[src/rtl/count_pkg.sv]
// count_cmd_driver shared types: command opcodes, FSM states
// and default widths for the counter and error counter.
package count_pkg;

   localparam int WIDTH_DEF = 4;
   localparam int ERRW_DEF  = 8;

   typedef enum logic [1:0] {
      OP_CRST = 2'b00,
      OP_LOAD = 2'b01,
      OP_UP   = 2'b10,
      OP_DOWN = 2'b11
   } cmd_op_e;

   typedef enum logic [1:0] {
      S_IDLE = 2'b00,
      S_CRST = 2'b01,
      S_LOAD = 2'b10,
      S_RUN  = 2'b11
   } state_e;

endpackage

[src/rtl/count_cmd_driver_if.sv]
// Command handshake bundle for count_cmd_driver.
// master: drives valid/op/data; slave: drives ready.
interface count_cmd_driver_if #(
   parameter int WIDTH = 4
);

   logic             cmd_valid;
   logic             cmd_ready;
   logic [1:0]       cmd_op;
   logic [WIDTH-1:0] cmd_data;

   modport master (
      output cmd_valid,
      output cmd_op,
      output cmd_data,
      input  cmd_ready
   );

   modport slave (
      input  cmd_valid,
      input  cmd_op,
      input  cmd_data,
      output cmd_ready
   );

endinterface

[src/rtl/count_ref_model.sv]
// Mirror of the external up/down counter, fed from the driver's
// registered outputs. Ports: clock/reset, i_cnt_* controls, o_exp value.
module count_ref_model
   import count_pkg::*;
#(
   parameter int WIDTH = WIDTH_DEF
) (
   input  logic             clock,
   input  logic             reset,
   input  logic             i_cnt_rst,
   input  logic             i_cnt_load,
   input  logic             i_cnt_ud,
   input  logic [WIDTH-1:0] i_cnt_din,
   output logic [WIDTH-1:0] o_exp,
   output logic             o_exp_valid
);

   localparam logic [WIDTH-1:0] ONE = {{(WIDTH-1){1'b0}}, 1'b1};

   logic [WIDTH-1:0] r_exp;
   logic             r_exp_valid;

   // Same priority as the counter: reset, load, then step.
   always_ff @(posedge clock) begin
      if (!reset) begin
         r_exp       <= '0;
         r_exp_valid <= 1'b0;
      end else begin
         if (i_cnt_rst) begin
            r_exp <= '0;
         end else if (i_cnt_load) begin
            r_exp <= i_cnt_din;
         end else if (i_cnt_ud) begin
            r_exp <= r_exp + ONE;
         end else begin
            r_exp <= r_exp - ONE;
         end
         // Counter value is unknown until first forced to a value.
         if (i_cnt_rst || i_cnt_load) begin
            r_exp_valid <= 1'b1;
         end
      end
   end

   assign o_exp       = r_exp;
   assign o_exp_valid = r_exp_valid;

endmodule

[src/rtl/count_cmd_driver.sv]
// Command-driven controller for an external up/down counter with
// read-back checking. Ports: clock/reset, cmd (slave handshake),
// cnt_* counter controls, count read-back, cmd_done, err, err_cnt.
module count_cmd_driver
   import count_pkg::*;
#(
   parameter int WIDTH = WIDTH_DEF,
   parameter int ERRW  = ERRW_DEF
) (
   input  logic              clock,
   input  logic              reset,
   count_cmd_driver_if.slave cmd,
   output logic              cnt_rst,
   output logic [WIDTH-1:0]  cnt_din,
   output logic              cnt_load,
   output logic              cnt_ud,
   input  logic [WIDTH-1:0]  count,
   output logic              cmd_done,
   output logic              err,
   output logic [ERRW-1:0]   err_cnt
);

   localparam logic [WIDTH:0] ONE_L =
      {{WIDTH{1'b0}}, 1'b1};
   localparam logic [WIDTH:0] FULL =
      {1'b1, {WIDTH{1'b0}}};
   localparam logic [ERRW-1:0] ONE_E =
      {{(ERRW-1){1'b0}}, 1'b1};

   state_e           r_state;
   state_e           w_state_nxt;
   logic [WIDTH:0]   r_left;
   logic [WIDTH:0]   w_left_nxt;
   logic             r_cnt_rst;
   logic             w_rst_nxt;
   logic             r_cnt_load;
   logic             w_load_nxt;
   logic [WIDTH-1:0] r_cnt_din;
   logic [WIDTH-1:0] w_din_nxt;
   logic             r_cnt_ud;
   logic             w_ud_nxt;
   logic             r_done;
   logic             w_done_nxt;
   logic             r_err;
   logic [ERRW-1:0]  r_err_cnt;

   logic             w_ready;
   logic             w_accept;
   cmd_op_e          w_op;
   logic [WIDTH-1:0] w_exp;
   logic             w_exp_valid;
   logic             w_mm;

   assign w_ready  = (r_state == S_IDLE) && reset;
   assign w_accept = cmd.cmd_valid && w_ready;
   assign w_op     = cmd_op_e'(cmd.cmd_op);

   assign cmd.cmd_ready = w_ready;

   always_ff @(posedge clock) begin
      if (!reset) begin
         r_state    <= S_IDLE;
         r_left     <= '0;
         r_cnt_rst  <= 1'b0;
         r_cnt_load <= 1'b0;
         r_cnt_din  <= '0;
         r_cnt_ud   <= 1'b1;
         r_done     <= 1'b0;
      end else begin
         r_state    <= w_state_nxt;
         r_left     <= w_left_nxt;
         r_cnt_rst  <= w_rst_nxt;
         r_cnt_load <= w_load_nxt;
         r_cnt_din  <= w_din_nxt;
         r_cnt_ud   <= w_ud_nxt;
         r_done     <= w_done_nxt;
      end
   end

   // Outputs are computed one cycle ahead so that the registered
   // values line up with the state they belong to.
   always_comb begin
      w_state_nxt = r_state;
      w_left_nxt  = r_left;
      w_rst_nxt   = 1'b0;
      w_load_nxt  = 1'b0;
      w_din_nxt   = '0;
      w_ud_nxt    = r_cnt_ud;
      w_done_nxt  = 1'b0;
      unique case (r_state)
         S_IDLE: begin
            if (w_accept) begin
               unique case (w_op)
                  OP_CRST: begin
                     w_state_nxt = S_CRST;
                     w_rst_nxt   = 1'b1;
                  end
                  OP_LOAD: begin
                     w_state_nxt = S_LOAD;
                     w_load_nxt  = 1'b1;
                     w_din_nxt   = cmd.cmd_data;
                  end
                  OP_UP, OP_DOWN: begin
                     w_state_nxt = S_RUN;
                     w_ud_nxt    = (w_op == OP_UP);
                     // A step count of zero means a full lap.
                     if (cmd.cmd_data == '0) begin
                        w_left_nxt = FULL;
                     end else begin
                        w_left_nxt = {1'b0, cmd.cmd_data};
                     end
                  end
               endcase
            end
         end
         S_CRST, S_LOAD: begin
            w_state_nxt = S_IDLE;
            w_done_nxt  = 1'b1;
         end
         S_RUN: begin
            w_left_nxt = r_left - ONE_L;
            if (r_left == ONE_L) begin
               w_state_nxt = S_IDLE;
               w_done_nxt  = 1'b1;
            end
         end
      endcase
   end

   count_ref_model #(
      .WIDTH (WIDTH)
   ) u_ref (
      .clock       (clock),
      .reset       (reset),
      .i_cnt_rst   (r_cnt_rst),
      .i_cnt_load  (r_cnt_load),
      .i_cnt_ud    (r_cnt_ud),
      .i_cnt_din   (r_cnt_din),
      .o_exp       (w_exp),
      .o_exp_valid (w_exp_valid)
   );

   assign w_mm = w_exp_valid && (count != w_exp);

   always_ff @(posedge clock) begin
      if (!reset) begin
         r_err     <= 1'b0;
         r_err_cnt <= '0;
      end else if (w_mm) begin
         r_err <= 1'b1;
         if (r_err_cnt != '1) begin
            r_err_cnt <= r_err_cnt + ONE_E;
         end
      end
   end

   assign cnt_rst  = r_cnt_rst;
   assign cnt_load = r_cnt_load;
   assign cnt_din  = r_cnt_din;
   assign cnt_ud   = r_cnt_ud;
   assign cmd_done = r_done;
   assign err      = r_err;
   assign err_cnt  = r_err_cnt;

endmodule

[src/flat_wrapper.sv]
// flat-port wrapper written by rule: the top's interface ports become plain ports
module count_cmd_driver_flat import count_pkg::*;
#(
   parameter int WIDTH = WIDTH_DEF,
   parameter int ERRW  = ERRW_DEF
)
  (clock, reset, cnt_rst, cnt_din, cnt_load, cnt_ud, count, cmd_done, err, err_cnt, cmd_cmd_valid, cmd_cmd_op, cmd_cmd_data, cmd_cmd_ready);
  count_cmd_driver_if #(.WIDTH(WIDTH)) cmd_i ();
  input  logic clock;
  input  logic reset;
  output logic cnt_rst;
  output logic [WIDTH-1:0] cnt_din;
  output logic cnt_load;
  output logic cnt_ud;
  input  logic [WIDTH-1:0] count;
  output logic cmd_done;
  output logic err;
  output logic [ERRW-1:0] err_cnt;
  input wire logic [$bits(cmd_i.cmd_valid)-1:0] cmd_cmd_valid;
  input wire logic [$bits(cmd_i.cmd_op)-1:0] cmd_cmd_op;
  input wire logic [$bits(cmd_i.cmd_data)-1:0] cmd_cmd_data;
  output wire logic [$bits(cmd_i.cmd_ready)-1:0] cmd_cmd_ready;
  assign cmd_i.cmd_valid = cmd_cmd_valid;
  assign cmd_i.cmd_op = cmd_cmd_op;
  assign cmd_i.cmd_data = cmd_cmd_data;
  assign cmd_cmd_ready = cmd_i.cmd_ready;
  count_cmd_driver #(.WIDTH(WIDTH), .ERRW(ERRW)) u_core (.clock(clock), .reset(reset), .cmd(cmd_i), .cnt_rst(cnt_rst), .cnt_din(cnt_din), .cnt_load(cnt_load), .cnt_ud(cnt_ud), .count(count), .cmd_done(cmd_done), .err(err), .err_cnt(err_cnt));
endmodule
[config.mk]
export PLATFORM = sky130hd
export DESIGN_NAME = count_cmd_driver_flat
export DESIGN_NICKNAME = d
export VERILOG_FILES = /design/src/rtl/count_pkg.sv /design/src/rtl/count_cmd_driver_if.sv /design/src/rtl/count_ref_model.sv /design/src/rtl/count_cmd_driver.sv /design/src/flat_wrapper.sv
export SDC_FILE = /design/constraint.sdc
export NUM_CORES = 1
export LEC_CHECK = 0
export ABC_AREA = 1
export CORE_AREA = 2 2 74 76
export CTS_CLUSTER_DIAMETER = 30
export CTS_CLUSTER_SIZE = 30
export DETAILED_ROUTE_END_ITERATION = 10
export DIE_AREA = 0 0 76 78
export DONT_BUFFER_PORTS = 1
export GPL_ROUTABILITY_DRIVEN = 0
export PLACE_DENSITY_LB_ADDON = 0.12
export RECOVER_POWER = 50
export SYNTH_ARGS = -nofsm -noshare
export SYNTH_HDL_FRONTEND = slang
export SYNTH_SLANG_ARGS = --single-unit
[constraint.sdc]
create_clock -name clock -period 2.4 [get_ports clock]
set_input_delay 0.48 -clock clock [delete_from_list [all_inputs] [get_ports clock]]
set_output_delay 0.48 -clock clock [all_outputs]
set_load 0.005 [all_outputs]
==> impl_summary.txt, run 1 <==
----------------------------------------------------
[Clock network]
  TritonCTS clock tree ... built
  CTS Buf Count ... 5
  Maximum clock insertion buffer count ... 2
  H-Tree Level Count ... 2
  Root buffer selected by CTS ... sky130_fd_sc_hd__clkbuf_8
  CTS-repair resized insts ... 0
  # clock sinks ... 29
  Post-CTS Setup Inserts ... 0
  # hold bufs at CTS ... 0
  Clock Latency Late Sink ... 0.27 ns
  CTS clk-pin slew, worst paths ... 0.06 ns

[STA]
  Unrepaired setup endpoints after global routing ... no
  Setup total negative slack ... 0 ns
  Final hold violation count ... 0
  Actual transition at the worst max-transition pin ... 0.447 ns
  Final critical delay including setup and external delays ... 1.63 ns
  Final worst setup slack ... 0.767 ns
  Period utilisation layout ... 0.680
  Final clock skew ... 0.00240 ns
  Headroom to the max-slew limit ... 0.702
  Pins over their slew limit ... 0
  Final setup violating endpoints ... 0
  Fmax ... 612 MHz

[Critical path]
  Startpoint type of the worst setup path ... register
  CP max stage cell ... sky130_fd_sc_hd__dfxtp_1
  Cell class contributing the biggest share of worst-path delay ... simple AND/OR/NAND/NOR gates
  Type of the setup path with the least slack ... reg2reg
  Critical path cell sequence ... inv_1 -> ha_1 -> nand2_1 -> nor2_1 -> nand2_1 -> inv_1 -> o22ai_1 -> nand2_1 -> inv_1
  WP data required ... 2.58 ns
  Number of buffer and inverter instances along the worst setup path ... 3
  Arrival time at the worst endpoint ... 1.81 ns
  Levels on crit path ... 9
  CP max FO ... 5
  Capturing element type of the critical path ... register
  Highest cell delay on the worst timing path ... 0.32 ns
  Cell depth of the worst flop-to-flop path ... 9

[Cells and area]
  Share of post-route cells with drive strength above 1 ... 0.0742
  Area delta synth->final ... 10.7%
  Number of non-filler instances in the completed layout ... 299
  Final net count ... 249
  Count of fill cells added during filler insertion ... 553
  Antenna diode count ... 0

[Routing]
  Iter 0 DRT Violations ... 49
  DR pass1 iterations ... 4
  Number of DRC violations after detailed routing ... 0
  Final antenna-violating net count ... 0
  Via density per instance ... 4.40
  Average routed wire per standard cell ... 11.1 um
  Detailed-route via count ... 1317
  Final routed wirelength across all metal layers ... 3320 um

[Synthesis]
  Cells after Synth ... 224
  Primary flip-flop cell chosen by synthesis mapping ... sky130_fd_sc_hd__dfxtp_1
  Syn Area/Cell ... 7.03 um^2
  Number of synthesized flops with an enable pin ... 0
  Flip-flop and latch count after synthesis ... 29
  Sequential cell area fraction in the yosys report ... 0.369
  Synth Net Count ... 245
  Library cells used by synthesis ... 26
  Post-synthesis cell area ... 1580 um^2
  Yosys Warn Count ... 0
  Asr flop ratio synth ... 0

[Place]
  Buffers added on ports ... 0
  Number of placed instances, taps included ... 291
  Total half-perimeter wirelength after legalization and detailed placement ... 2590 um
  Pre-CTS setup slack ... 0.851 ns

[Die]
  I/O Pins ... 31
  Die X ... 76 um
  Placeable core area ... 5040 um^2
  Floorplan die height ... 78 um
  Row count ... 26
  Die Area ... 5930 um^2
  Starting Density ... 0.312

[Global route]
  Number of global-route vias before repair ... 1326
  Largest net degree at the start of global routing ... 14
  Global-route wire length before repair ... 5840 um
  GR Overflow Total ... 0
  Overall global routing resource usage ... 0.121
  Initial antenna violation count ... 0

[Power and ir drop]
  Leakage Power ... 0.838 nW
  Maximum vdd drop ... 0.428 mV
  Power density of the placed cells ... 782 nW/um^2

[Hold path]
  Hold path cells ... 1
  Class of the worst hold path ... in2reg

[Run status]
  Status ... completed

[Flow run]
  Max Cap Viol ... 0

----------------------------------------------------
## per-layer routing
metal  global-route usage  up-vias  part of all wire
met2                0.202       21              0.45
met4               0.0545        0             0.014
met5                    0        -                 0
met1                0.144      574              0.48
met3               0.0384        5             0.054
li1                     -      717                 -
## power by group
part | total, W | internal, W | leakage, nW | switching (W)
Sequential | 0.000597 | 0.000543 | 0.236 | 0.0000537
Combinational | 0.000327 | 0.000128 | 0.548 | 0.000199
Clock | 0.000441 | 0.000259 | 0.0542 | 0.000183
Total | 0.00136 | 0.000930 | 0.838 | 0.000435
## logic make-up after synthesis
logic type,synth area share
DFF,0.369
and+or+nand+nor,0.297
xor gates and xnor gates,0.0278
adders and majority gates,0.0683
buffers and inverters,0.102
AOI/OAI and AO/OA,0.136
## area by class of cell
type	instances	area, um^2	area share
clock buffers	7	96.3	0.0552
clock inverters	1	5.00	0.00287
inverters	39	146	0.0839
multi-input cells	153	828	0.475
flip-flops and latches	29	581	0.333
well taps	70	87.6	0.0502
## path summary, 6_finish.rpt
check | startpoint | endpoint | slack [ns]
min | cmd_cmd_op[0] | u_core.cnt_rst | 0.30
min reg2reg | u_core.cnt_din[1] | u_core.u_ref.o_exp[1] | 0.49
max | u_core.r_state[1] | u_core.r_state[0] | 0.77
max reg2reg | u_core.r_state[1] | u_core.r_state[0] | 0.77
## per-stage QoR
step	utilization	hold WS [ns]	power, W	cell area, um^2
final	0.346	0.299	0.00136	1740
after CTS	0.347	0.291	0.00139	1750
after detailed placement	0.327	0.481	0.000943	1650
after floorplan	-	0.460	0.000877	1580
after global placement	0.327	0.486	0.000949	1650
after global routing	0.346	0.305	0.00148	1740
## cell usage after synthesis (2+ instances only)
master                     number  area, um^2
sky130_fd_sc_hd__nand2_1       51         191
sky130_fd_sc_hd__inv_1         39         146
sky130_fd_sc_hd__dfxtp_1       29         581
sky130_fd_sc_hd__nor2_1        27         101
sky130_fd_sc_hd__a21oi_1       17        85.1
sky130_fd_sc_hd__o21ai_0       15        75.1
sky130_fd_sc_hd__ha_1           7        87.6
sky130_fd_sc_hd__nand4_1        7        43.8
sky130_fd_sc_hd__nand3_1        5        25.0
sky130_fd_sc_hd__nand2_2        4        25.0
sky130_fd_sc_hd__xor2_1         4        35.0
sky130_fd_sc_hd__a21oi_2        2        17.5
sky130_fd_sc_hd__clkbuf_1       2        7.51
sky130_fd_sc_hd__nor4_1         2        12.5
sky130_fd_sc_hd__o22ai_1        2        12.5
## worst register-to-register path, stage by stage (launching register included)
cell and delay, ns:
sky130_fd_sc_hd__dfxtp_1 0.32, sky130_fd_sc_hd__inv_1 0.07, sky130_fd_sc_hd__ha_1 0.21, sky130_fd_sc_hd__nand2_1 0.14, sky130_fd_sc_hd__nor2_1 0.29, sky130_fd_sc_hd__nand2_1 0.18
sky130_fd_sc_hd__inv_1 0.12, sky130_fd_sc_hd__o22ai_1 0.08, sky130_fd_sc_hd__nand2_1 0.09, sky130_fd_sc_hd__inv_1 0.04
## cells in the final DEF, fill, tap and decap left out, drive strengths merged
cell / netlist / routed
fa: 1 / 1
xor2: 4 / 4
xnor2: 1 / 1
o22ai: 2 / 2
nand3b: 1 / 1
nor3: 1 / 1
nand4: 8 / 8
a21oi: 20 / 20
nand2: 55 / 55
a211oi: 1 / 1
clkinv: 0 / 1
nor4: 2 / 2
inv: 39 / 39
clkbuf: 2 / 7
dfxtp: 29 / 29
o21ai: 15 / 15
nor2: 29 / 29
ha: 7 / 7
nand3: 6 / 6
## state kept, by name, indices dropped and copies added, names as in the netlist, 2 cells and up
name,count
u_core.r_state,2
u_core.cnt_din,4
u_core.r_left,5
u_core.err_cnt,8
u_core.u_ref.o_exp,4
No activity file was read; power rests on OpenSTA's default activity.
==> run 2, diff against run 1 <==
Clock period 2.4 ns to 1.65 ns, I/O delays scaled along.
==> run 2 against run 1 <==
Net effect:
- clock skew rose by 0.0052 ns
- utilization up 0.55 points
- first-iteration DRC count rose by 55%
- count of clock-buffer cells in the layout unchanged
- die area is the same
- combinational power up 54%
- flip-flop and latch count unchanged
- hold slack worse by 0.15 ns
- critical path depth did not move
- largest cell class unchanged
==> impl_summary.txt, run 2 (synthesized netlist as in run 1, its figures left out) <==
----------------------------------------------------
[Clock network]
  TritonCTS clock tree ... built
  CTS-repair resized insts ... 0 (unchanged)
  Root buffer selected by CTS ... sky130_fd_sc_hd__clkbuf_8
  Maximum clock insertion buffer count ... 2 (unchanged)
  H-Tree Level Count ... 2 (unchanged)
  CTS Buf Count ... 5 (unchanged)
  # clock sinks ... 29 (unchanged)
  Clock Latency Late Sink ... 0.27 ns (about the same)
  CTS clk-pin slew, worst paths ... 0.06 ns (about the same)
  Post-CTS Setup Inserts ... 0 (unchanged)
  # hold bufs at CTS ... 0 (unchanged)

[Power and ir drop]
  Share of total power in sequential cells ... 0.442 (+0.005)
  Fraction of power spent switching nets ... 0.325 (+0.00575)
  Cell internal pwr ... 0.00132 W (+42%)
  Share of total power in the clock network ... 0.300 (-0.023)
  Net Switching ... 0.000633 W (+45%)
  Portion of total power attributed to combinational logic ... 0.258 (+0.019)
  Leakage Power ... 0.844 nW (+0.75%)
  Maximum vdd drop ... 0.634 mV (+48%)
  Power density of the placed cells ... 1100 nW/um^2 (+41%)

[Cells and area]
  Commonest non-fill, non-tap cells in the layout ... 51 x sky130_fd_sc_hd__nand2_1, 39 x sky130_fd_sc_hd__inv_1, 29 x sky130_fd_sc_hd__dfxtp_1
  Antenna diode count ... 0 (unchanged)
  Most frequent standard cell in the layout excluding fill and tap cells ... sky130_fd_sc_hd__nand2_1
  Share of post-route cells with drive strength above 1 ... 0.0805 (+0.00627)
  Flip-flop count of the largest register, all copies and words added ... 8 (unchanged)
  Final net count ... 257 (+3.2%)
  Area delta synth->final ... 12.5%
  Layout Utilization ... 0.351 (+0.00546)

[STA]
  Final critical delay including setup and external delays ... 1.44 ns (-0.192 ns)
  Final clock skew ... 0.00760 ns (+0.00521 ns)
  Unrepaired setup endpoints after global routing ... no
  Fmax ... 694 MHz (+13%)
  Actual transition at the worst max-transition pin ... 0.452 ns (+0.00578 ns)
  Period utilisation layout ... 0.873 (+0.193)
  Final hold violation count ... 0 (unchanged)
  Setup total negative slack ... 0 ns (unchanged)
  Headroom to the max-slew limit ... 0.698 (-0.00394)
  Final setup violating endpoints ... 0 (unchanged)
  Pins over their slew limit ... 0 (unchanged)
  Final Hold Slack ... 0.148 ns (-0.151 ns)

[Place]
  Buffers added on ports ... 0 (unchanged)
  Total half-perimeter wirelength after legalization and detailed placement ... 2600 um (+0.70%)

[Die]
  Floorplan die height ... 78 um (unchanged)
  Die Area ... 5930 um^2 (unchanged)
  I/O Pins ... 31 (unchanged)
  Die X ... 76 um (unchanged)
  Starting Density ... 0.312 (unchanged)
  Row count ... 26 (unchanged)
  Placeable core area ... 5040 um^2 (unchanged)

[Run status]
  Status ... completed

[Routing]
  Number of DRC violations after detailed routing ... 0 (unchanged)
  DR pass1 iterations ... 4 (unchanged)
  Final antenna-violating net count ... 0 (unchanged)
  Detailed-route via count ... 1341 (+1.8%)
  Iter 0 DRT Violations ... 76 (+55%)
  Via density per instance ... 4.38 (-0.51%)
  Average routed wire per standard cell ... 11.3 um (+2.1%)
  Final routed wirelength across all metal layers ... 3470 um (+4.5%)

[Hold path]
  Class of the worst hold path ... in2reg

[Global route]
  Number of global-route vias before repair ... 1313 (-0.98%)
  GR Overflow Total ... 0 (unchanged)
  Largest net degree at the start of global routing ... 11 (-3)
  Overall global routing resource usage ... 0.130 (+0.00823)
  Initial antenna violation count ... 0 (unchanged)
  Global-route wire length before repair ... 6090 um (+4.1%)

[Critical path]
  Startpoint type of the worst setup path ... register
  CP max FO ... 5 (unchanged)
  Arrival time at the worst endpoint ... 1.61 ns (-0.20 ns)
  Type of the setup path with the least slack ... reg2reg
  WP data required ... 1.82 ns (-0.76 ns)
  Capturing element type of the critical path ... register

[Flow run]
  Max Cap Viol ... 0 (unchanged)

----------------------------------------------------
## run 2: final timing paths
path | from | endpoint | slack, ns | depth (start not counted)
max | u_core.r_state[1] | u_core.r_state[0] | 0.21 | 9
min | cmd_cmd_op[0] | u_core.cnt_rst | 0.15 | 1
max reg2reg | u_core.r_state[1] | u_core.r_state[0] | 0.21 | 9
min reg2reg | u_core.r_left[3] | u_core.r_left[3] | 0.50 | 2
## run 2: power by group through the flow
| stage | Combinational [W] | Clock (W) | Sequential, W |
|---|---|---|---|
| 6_report | 0.000503 | 0.000584 | 0.000861 |
| 5_1_grt | 0.000589 | 0.000652 | 0.000878 |
| 4_1_cts | 0.000514 | 0.000611 | 0.000862 |
| 3_5_place_dp | 0.000510 | 0 | 0.000876 |
| 3_3_place_gp | 0.000517 | 0 | 0.000880 |
| 2_1_floorplan | 0.000417 | 0 | 0.000858 |
## run 2: area by class of cell
cell class	count	area (um^2)
Tap cell	70	87.6
Multi-Input combinational cell	153	833
Inverter	39	146
Timing Repair Buffer	8	37.5
Fill cell	539	3270
Clock buffer	7	86.3
Sequential cell	29	581
## run 2: per-layer routing
layer	wire [um]	global-route usage	vias up	part of all wire
met1	1750	0.161	584	0.51
met5	0	0	-	0
met2	1490	0.202	24	0.43
met3	197	0.0488	2	0.057
li1	-	-	731	-
met4	26	0.0545	0	0.0075
## run 2: critical path: stages, from the launching register on
cell and delay [ns]:
sky130_fd_sc_hd__dfxtp_1 0.31, sky130_fd_sc_hd__inv_1 0.07, sky130_fd_sc_hd__ha_1 0.22, sky130_fd_sc_hd__nand2_2 0.11
sky130_fd_sc_hd__nor2_2 0.18, sky130_fd_sc_hd__nand2_1 0.16, sky130_fd_sc_hd__inv_1 0.11, sky130_fd_sc_hd__o22ai_1 0.08
sky130_fd_sc_hd__nand2_1 0.06, sky130_fd_sc_hd__inv_1 0.04
## run 2: metrics by stage
step	std cells	setup slack, ns	power, W	instance area, um^2
floorplan	224	0.270	0.00128	1580
global route	306	0.0252	0.00212	1770
detailed placement	299	0.191	0.00139	1710
finish	306	0.209	0.00195	1770
CTS	306	0.184	0.00199	1790
global placement	299	0.223	0.00140	1710
==> run 3, diff against run 2 <==
Settings changed: SLEW_MARGIN set to 20, TNS_END_PERCENT set to 100.
==> results of run 3 <==
Final layout, timing and power as in run 2 (identical DEF).
